`config.mk`:
```
export PLATFORM = sky130hd
export DESIGN_NAME = truth_table_sweeper
export DESIGN_NICKNAME = d
export VERILOG_FILES = /design/src/rtl/sweeper_pkg.sv /design/src/rtl/sweep_hold_timer.sv /design/src/rtl/truth_table_sweeper.sv
export SDC_FILE = /design/constraint.sdc
export NUM_CORES = 1
export LEC_CHECK = 0
export CORE_ASPECT_RATIO = 1.25
export CORE_MARGIN = 2
export CORE_UTILIZATION = 45
export DETAILED_ROUTE_END_ITERATION = 7
export MAX_ROUTING_LAYER = met4
export PLACE_DENSITY = 0.71
export SKIP_CTS_REPAIR_TIMING = 1
export SYNTH_ARGS = -nofsm -noshare
export SYNTH_HDL_FRONTEND = slang
export SYNTH_SLANG_ARGS = --single-unit
```
`constraint.sdc`:
```
create_clock -name clk -period 6.3 [get_ports clk]
set_clock_uncertainty 0.2 [all_clocks]
set_input_delay 1.89 -clock clk [delete_from_list [all_inputs] [get_ports clk]]
set_output_delay 1.89 -clock clk [all_outputs]
set_load 0.05 [all_outputs]
```
`src/rtl/sweeper_pkg.sv`:
```
// Shared types and width helpers for the truth-table sweeper.
package sweeper_pkg;

  typedef enum logic [1:0] {IDLE, DRIVE, DONE} state_t;

  // Bits needed to hold values 0..max_val, never less than one.
  function automatic int cnt_width(input int max_val);
    return (max_val < 1) ? 1 : $clog2(max_val + 1);
  endfunction

endpackage

```
`src/rtl/sweep_hold_timer.sv`:
```
// Hold-window counter: counts 0..HOLD_CYC-1 and wraps, o_tc high on the last count.
module sweep_hold_timer #(
  parameter int HOLD_CYC = 10,
  parameter int CNT_W    = 4
) (
  input  logic clk,
  input  logic rst,
  input  logic i_clr,
  output logic o_tc
);

  localparam logic [CNT_W-1:0] LAST_CNT = CNT_W'(HOLD_CYC - 1);

  logic [CNT_W-1:0] r_cnt;

  always_ff @(posedge clk) begin
    if (rst || i_clr) begin
      r_cnt <= '0;
    end else if (r_cnt == LAST_CNT) begin
      r_cnt <= '0;
    end else begin
      r_cnt <= r_cnt + 1'b1;
    end
  end

  assign o_tc = (r_cnt == LAST_CNT);

endmodule

```
`src/rtl/truth_table_sweeper.sv`:
```
// Drives every input vector to a combinational block, samples it at the end of each hold window
// and packs the results into tt_bits. SWEEP_CHECK_EN adds expected-table comparison outputs.
module truth_table_sweeper
  import sweeper_pkg::*;
#(
  parameter int N_IN     = 3,
  parameter int N_OUT    = 1,
  parameter int HOLD_CYC = 10
) (
  input  logic                        clk,
  input  logic                        rst,
  input  logic                        start,
  input  logic                        abort,
  output logic [N_IN-1:0]             stim,
  input  logic [N_OUT-1:0]            dut_out,
  output logic                        busy,
  output logic                        done,
  output logic [(2**N_IN)*N_OUT-1:0]  tt_bits,
  output logic [N_IN-1:0]             vec_idx
`ifdef SWEEP_CHECK_EN
  ,
  input  logic [(2**N_IN)*N_OUT-1:0]  expected_tt,
  output logic [N_IN:0]               mismatch_cnt,
  output logic                        pass
`endif
);

  localparam int NUM_VEC = 1 << N_IN;
  localparam int HOLD_W  = cnt_width(HOLD_CYC);
  localparam logic [N_IN-1:0] LAST_IDX = N_IN'(NUM_VEC - 1);

  state_t                         r_state;
  logic [N_IN-1:0]                r_stim;
  logic [N_IN-1:0]                r_vec_idx;
  logic                           r_busy;
  logic                           r_done;
  logic [(2**N_IN)*N_OUT-1:0]     r_tt;
  logic                           w_tc;
  logic                           w_timer_clr;
`ifdef SWEEP_CHECK_EN
  logic [N_IN:0]                  r_mism;
`endif

  // Timer only runs inside DRIVE, so it is already at zero when a sweep starts.
  assign w_timer_clr = (r_state != DRIVE) || abort;

  sweep_hold_timer #(
    .HOLD_CYC (HOLD_CYC),
    .CNT_W    (HOLD_W)
  ) u_hold_timer (
    .clk   (clk),
    .rst   (rst),
    .i_clr (w_timer_clr),
    .o_tc  (w_tc)
  );

  always_ff @(posedge clk) begin
    if (rst) begin
      r_state   <= IDLE;
      r_stim    <= '0;
      r_vec_idx <= '0;
      r_busy    <= 1'b0;
      r_done    <= 1'b0;
      r_tt      <= '0;
`ifdef SWEEP_CHECK_EN
      r_mism    <= '0;
`endif
    end else begin
      case (r_state)
        IDLE, DONE: begin
          if (start) begin
            r_state   <= DRIVE;
            r_stim    <= '0;
            r_vec_idx <= '0;
            r_busy    <= 1'b1;
            r_done    <= 1'b0;
            r_tt      <= '0;
`ifdef SWEEP_CHECK_EN
            r_mism    <= '0;
`endif
          end
        end
        DRIVE: begin
          if (abort) begin
            r_state   <= IDLE;
            r_stim    <= '0;
            r_vec_idx <= '0;
            r_busy    <= 1'b0;
            r_done    <= 1'b0;
            r_tt      <= '0;
`ifdef SWEEP_CHECK_EN
            r_mism    <= '0;
`endif
          end else if (w_tc) begin
            r_tt[r_vec_idx*N_OUT +: N_OUT] <= dut_out;
`ifdef SWEEP_CHECK_EN
            if ((expected_tt[r_vec_idx*N_OUT +: N_OUT] != dut_out) && (r_mism != '1)) begin
              r_mism <= r_mism + 1'b1;
            end
`endif
            if (r_vec_idx == LAST_IDX) begin
              r_state <= DONE;
              r_busy  <= 1'b0;
              r_done  <= 1'b1;
            end else begin
              r_vec_idx <= r_vec_idx + 1'b1;
              r_stim    <= r_vec_idx + 1'b1;
            end
          end
        end
        default: r_state <= IDLE;
      endcase
    end
  end

  assign stim    = r_stim;
  assign vec_idx = r_vec_idx;
  assign busy    = r_busy;
  assign done    = r_done;
  assign tt_bits = r_tt;
`ifdef SWEEP_CHECK_EN
  assign mismatch_cnt = r_mism;
  assign pass         = r_done && (r_mism == '0);
`endif

endmodule

```
==> impl_metrics.yaml, run 1 <==
logic_synthesis:
  synth.distinct_cells: 38
  synth-seq-cells: 19
  yosys.cell_count.top_type: "dfxtp_1"
  ys_seq_area_frac: 0.359
  yosys-top-cells-area: "dfxtp_1, ha_1, a21oi_1"
  yosys_warnings: 0
  synth_common_cells: "dfxtp_1, a21oi_1, o21ai_0"
  synthFlopType: "dfxtp_1"
  ys_async_sr_fraction: 0
  netlist_area_um2: 1060
  synth_top_area_cell: "dfxtp_1"
  synthDominantCellAreaShare: 0.359
  synth_edf_count: 0
  syn_area_per_cell_um2: 9.05
  synth.net_count: 130
  netlist_instances: 117
timing:
  slew_headroom: 0.606
  clock.fmax_mhz: 259
  hold_viol: 0
  finalCritPeriodShare: 0.613
  final-max-slew-violation-count: 0
  holdWs_ns: 0.285
  rsz0062_at_grt: "no"
  fin_crit_ns: 3.86
  finalSetupTns_ns: 0
  setup_viol: 0
  worstMarginPinSlew_ns: 0.588
  worst_slack_ns: 2.44
critical_path:
  slowest_stage: "clkdlybuf4s50_1"
  critPathLaunch: "vec_idx[0]$_SDFFE_PP0P_"
  reg2reg_to: "tt_bits[0]$_SDFFE_PP0P_"
  endpoint_kind: "output port"
  worstReg2RegStart: "vec_idx[0]$_SDFFE_PP0P_"
  crit_chain: "clkdlybuf4s50_1"
  critPathMaxFanout: 11
  reg2reg_slack_ns: 4.00
  path_depth: 1
  r2r.worst_path.cells: 7
  path_buf_inv: 1
  cp-endpoint: "vec_idx[0]"
  cpLargestDelayFamily: "buffers and inverters"
  cp.arrival_ns: 1.77
  startpoint_type: "flip-flop"
  critPathKind: "reg2out"
  crit_path_max_incr_delay_ns: 0.89
  crit_required_ns: 4.21
routing:
  dr.pass1.iters: 4
  vias: 910
  first_iter_violations: 12
  ant_nets: 0
  vias_per_cell: 5.48
  drc: 0
  wirelength_mm: 2.19
  wire_per_inst_um: 13.2
placed_design:
  dp_hpwl_mm: 1.70
  gp_congestion: 0.920
  port_buffers: 20
  pre_cts_ws_ns: 2.50
  dp_cells: 162
final_layout:
  n_antenna_cell: 0
  syn_to_final_growth_pct: 21.2
  fin_util: 0.580
  instances_no_fill: 166
  fin_nets: 149
  drive_gt1_frac: 0.0889
worst_hold_path:
  worst_hold_path_type: "reg2reg"
power_and_ir_drop:
  vdd.ir_drop.worst_mv: 0.188
  p_leak_nw: 0.438
  power_density_nw_per_um2: 159
clock_network:
  cts_made_buffers: 3
  cts.clk_slew.worst_paths_ns: 0.10
  cts_tree: "done"
  h-tree-depth: 1
  ctsRootBufferMaster: "clkbuf_4"
  clock-sinks: 19
  clk_path_buf_depth: 2
  insertion_delay_ns: 0.29
die:
  num_rows: 19
  initial_core_util: 0.479
  die_y_um: 58.2
  dieArea_um2: 2760
  fp.coreArea_um2: 2210
  ioPinCount: 21
  die-width_um: 47.4
grt:
  grt_pass1_vias: 881
  grt_util_all_layers: 0.180
  grt_pass1_wl_mm: 3.66
  grt_max_degree: 17
  antenna_found_initial: 0
  globalRouteOverflowTotal: 0
run:
  cap_violations: 0
outcome:
  status: "finished, final reports clean"
cells in the final DEF, fill, tap and decap left out, types with 2 or more instances in the layout:
master	count
nor2b_1	6
inv_1	5
nand3_1	5
nand4b_1	2
nand2b_1	3
clkdlybuf4s50_1	20
mux2_2	2
o21ai_0	10
nand3b_1	2
nand2_1	5
nor4_2	2
a31oi_1	2
ha_1	8
a21oi_1	11
nor2_1	6
a211oi_1	2
a22o_1	2
o221ai_1	2
clkbuf_4	3
dfxtp_1	19
where the power goes:
group	leakage, nW	internal [W]	switching, W
Clock	0.0150	0.0000246	0.0000355
Combinational	0.270	0.00000796	0.0000125
Sequential	0.154	0.000122	0.00000155
Total	0.438	0.000154	0.0000496
cells by family after synthesis:
| family | share of synthesized area |
|---|---|
| flip-flops | 0.359 |
| AO/OA/AOI/OAI | 0.191 |
| buffers and inverters | 0.0567 |
| XOR/XNOR | 0.0166 |
| multiplexers | 0.0213 |
| AND/OR/NAND/NOR | 0.260 |
| adder cells (fa/ha/maj) | 0.0946 |
area by class of cell:
class	count	area [µm²]
clock buffer	4	26.3
fill	200	928
inverter	5	18.8
multi-input combinational	87	618
sequential	19	380
tap	31	38.8
timing repair buffer	20	200
sequential cells by signal (all words and copies together) (netlist names):
signal / flops
busy: 1
done: 1
r_state: 2
tt_bits: 8
u_hold_timer.r_cnt: 4
vec_idx: 3
worst reg2reg max path: stages (launching register included):
cell,delay (ns)
dfxtp_1,0.60
inv_1,0.17
ha_1,0.24
ha_1,0.31
inv_1,0.10
nand3_1,0.13
mux2_2,0.34
a21oi_1,0.14
how the worst min path moves through the flow:
stage                                startpoint  cells after the start  slack, ns                          endpoint
2_1_floorplan  u_hold_timer.r_cnt[0]$_SDFF_PP0_                      1       0.23  u_hold_timer.r_cnt[0]$_SDFF_PP0_
6_report                tt_bits[0]$_SDFFE_PP0P_                      2       0.28           tt_bits[0]$_SDFFE_PP0P_
3_5_place_dp            tt_bits[0]$_SDFFE_PP0P_                      2       0.27           tt_bits[0]$_SDFFE_PP0P_
3_3_place_gp   u_hold_timer.r_cnt[0]$_SDFF_PP0_                      1       0.25  u_hold_timer.r_cnt[0]$_SDFF_PP0_
5_1_grt                 tt_bits[0]$_SDFFE_PP0P_                      2       0.29           tt_bits[0]$_SDFFE_PP0P_
4_1_cts                       done$_SDFFE_PP0P_                      2       0.29                 done$_SDFFE_PP0P_
per-stage QoR:
step           total power, W  cell area, µm²
2_1_floorplan        0.000139            1060
3_3_place_gp         0.000146            1260
3_5_place_dp         0.000147            1260
4_1_cts              0.000206            1280
5_1_grt              0.000215            1280
6_report             0.000204            1280
metal layers:
layer | vias up | track usage | routed length [µm]
met5 | - | - | 0
met3 | 2 | 0.0187 | 51
met1 | 436 | 0.206 | 945
li1 | 460 | - | -
met4 | 0 | 0.0675 | 8
met2 | 12 | 0.309 | 1190
No activity file was read; power rests on OpenSTA's default activity.
==> run 2: changes to the inputs <==
--- a/config.mk
+++ b/config.mk
@@ -10,7 +10,7 @@
 export CORE_UTILIZATION = 45
 export DETAILED_ROUTE_END_ITERATION = 7
 export MAX_ROUTING_LAYER = met4
-export PLACE_DENSITY = 0.71
+export PLACE_DENSITY = 0.74
 export SKIP_CTS_REPAIR_TIMING = 1
 export SYNTH_ARGS = -nofsm -noshare
 export SYNTH_HDL_FRONTEND = slang
==> constraint.sdc (replaced) <==
create_clock -name clk -period 3.3 [get_ports clk]
set_clock_uncertainty 0.2 [all_clocks]
set_input_delay 0.99 -clock clk [delete_from_list [all_inputs] [get_ports clk]]
set_output_delay 0.99 -clock clk [all_outputs]
set_load 0.05 [all_outputs]
==> impl_metrics.yaml, run 2 (synthesized netlist as in run 1, its figures left out) <==
die:
  fp.coreArea_um2: 2210
  ioPinCount: 21
  die-width_um: 47.4
  num_rows: 19
  dieArea_um2: 2760
  initial_core_util: 0.479
  die_y_um: 58.2
critical_path:
  startpoint_type: "flip-flop"
  path_buf_inv: 1
  reg2reg_slack_ns: 1.03
  worstReg2RegStart: "vec_idx[0]$_SDFFE_PP0P_"
  reg2reg_to: "tt_bits[0]$_SDFFE_PP0P_"
  crit_required_ns: 2.11
  endpoint_kind: "output port"
  cp.arrival_ns: 1.79
  slowest_stage: "clkdlybuf4s50_1"
  crit_path_max_incr_delay_ns: 0.89
  crit_chain: "clkdlybuf4s50_1"
  critPathKind: "reg2out"
  cpLargestDelayFamily: "buffers and inverters"
  r2r.worst_path.cells: 7
  critPathLaunch: "vec_idx[0]$_SDFFE_PP0P_"
  critPathMaxFanout: 11
routing:
  wirelength_mm: 2.35
  vias_per_cell: 5.53
  wire_per_inst_um: 14.0
  vias: 924
  drc: 0
  first_iter_violations: 15
  ant_nets: 0
  dr.pass1.iters: 4
power_and_ir_drop:
  combPwrFrac: 0.102
  p_int_w: 0.000294
  p_sw_frac: 0.265
  vdd.ir_drop.worst_mv: 0.286
  p_leak_nw: 0.446
  p_seq_frac: 0.589
  switching_power_w: 0.000106
  power_density_nw_per_um2: 310
  pwr-share-clk: 0.309
grt:
  use_met1: 0.241
  antenna_found_initial: 0
  globalRouteOverflowTotal: 0
  met3_usage: 0.0374
  grt_util_all_layers: 0.208
  grt_max_degree: 13
  grt.busiest_layer: "met2"
  grtUsageMet2: 0.326
  grt_pass1_wl_mm: 3.98
  grt_pass1_vias: 913
placed_design:
  dp_hpwl_mm: 1.85
  dpl_cell_area_um2: 1260
  gp_congestion: 0.941
  port_buffers: 20
final_layout:
  syn_to_final_growth_pct: 22.0
  layout.cells.most_common: "clkdlybuf4s50_1"
  final_cell_mix: "clkdlybuf4s50_1, dfxtp_1, a21oi_1, o21ai_0, ha_1"
  n_antenna_cell: 0
  largest_register_ffs: 8
  drive_gt1_frac: 0.103
  fin_area_um2: 1290
  fin_nets: 150
clock_network:
  cts_made_buffers: 3
  cts.clk_slew.worst_paths_ns: 0.12
  clock-sinks: 19
  h-tree-depth: 1
  insertion_delay_ns: 0.30
  cts_tree: "done"
  ctsRootBufferMaster: "clkbuf_4"
  clk_path_buf_depth: 2
timing:
  clock.fmax_mhz: 335
  finalCritPeriodShare: 0.903
  final-max-slew-violation-count: 0
  setup_viol: 0
  finalSetupTns_ns: 0
  rsz0062_at_grt: "no"
  holdWs_ns: 0.286
  worstMarginPinSlew_ns: 0.505
  slew_headroom: 0.662
  fin_crit_ns: 2.98
  hold_viol: 0
worst_hold_path:
  worst_hold_path_type: "reg2reg"
  min_to: "tt_bits[0]$_SDFFE_PP0P_"
  hp-start: "tt_bits[0]$_SDFFE_PP0P_"
  min_path_cells: 2
outcome:
  status: "finished, final reports clean"
run:
  cap_violations: 0
[run 2: cell count changes in the layout (fill, tap and decap cells not counted), sizes merged]
cell	previous run	this run
clkinv	0	1
clkbuf	4	3
buf	0	1
[run 2: power by group through the flow]
stage	logic [W]	clock network [W]	registers, W
CTS	0.0000403	0.000122	0.000236
finish	0.0000407	0.000124	0.000236
floorplan	0.0000221	0	0.000244
global route	0.0000445	0.000138	0.000236
global placement	0.0000394	0	0.000241
detailed placement	0.0000403	0	0.000241
[run 2: area by class of cell]
| cell class | instances | area, µm² |
|---|---|---|
| clock inverters | 1 | 5.00 |
| repair buffers | 21 | 208 |
| flip-flops and latches | 19 | 380 |
| well taps | 31 | 38.8 |
| inverters | 5 | 18.8 |
| multi-input cells | 87 | 618 |
| fillers | 215 | 920 |
| clock buffers | 3 | 22.5 |
[run 2: per-layer routing]
| layer | share of wire | routed length (µm) | up-vias |
|---|---|---|---|
| met3 | 0.042 | 98 | 9 |
| met2 | 0.50 | 1180 | 30 |
| met4 | 0.039 | 91 | 0 |
| met5 | 0 | 0 | - |
| li1 | - | - | 462 |
| met1 | 0.41 | 973 | 423 |
[run 2: worst max-delay path by stage]
| stage | to | slack, ns | cells past startpoint |
|---|---|---|---|
| after global placement | tt_bits[4]$_SDFFE_PP0P_ | 0.48 | 5 |
| after detailed placement | tt_bits[4]$_SDFFE_PP0P_ | 0.42 | 5 |
| after CTS | vec_idx[0] | 0.32 | 1 |
| after floorplan | tt_bits[0]$_SDFFE_PP0P_ | 0.92 | 7 |
| final | vec_idx[0] | 0.32 | 1 |
| after global routing | vec_idx[0] | 0.24 | 1 |
[run 2: per-stage QoR]
| stage | instances | power [W] | worst slack (ns) | util |
|---|---|---|---|---|
| 2_1_floorplan | 117 | 0.000266 | 0.920 | - |
| 3_3_place_gp | 163 | 0.000280 | 0.477 | 0.572 |
| 3_5_place_dp | 163 | 0.000281 | 0.417 | 0.572 |
| 4_1_cts | 167 | 0.000397 | 0.325 | 0.584 |
| 5_1_grt | 167 | 0.000419 | 0.245 | 0.584 |
| 6_report | 167 | 0.000400 | 0.319 | 0.584 |
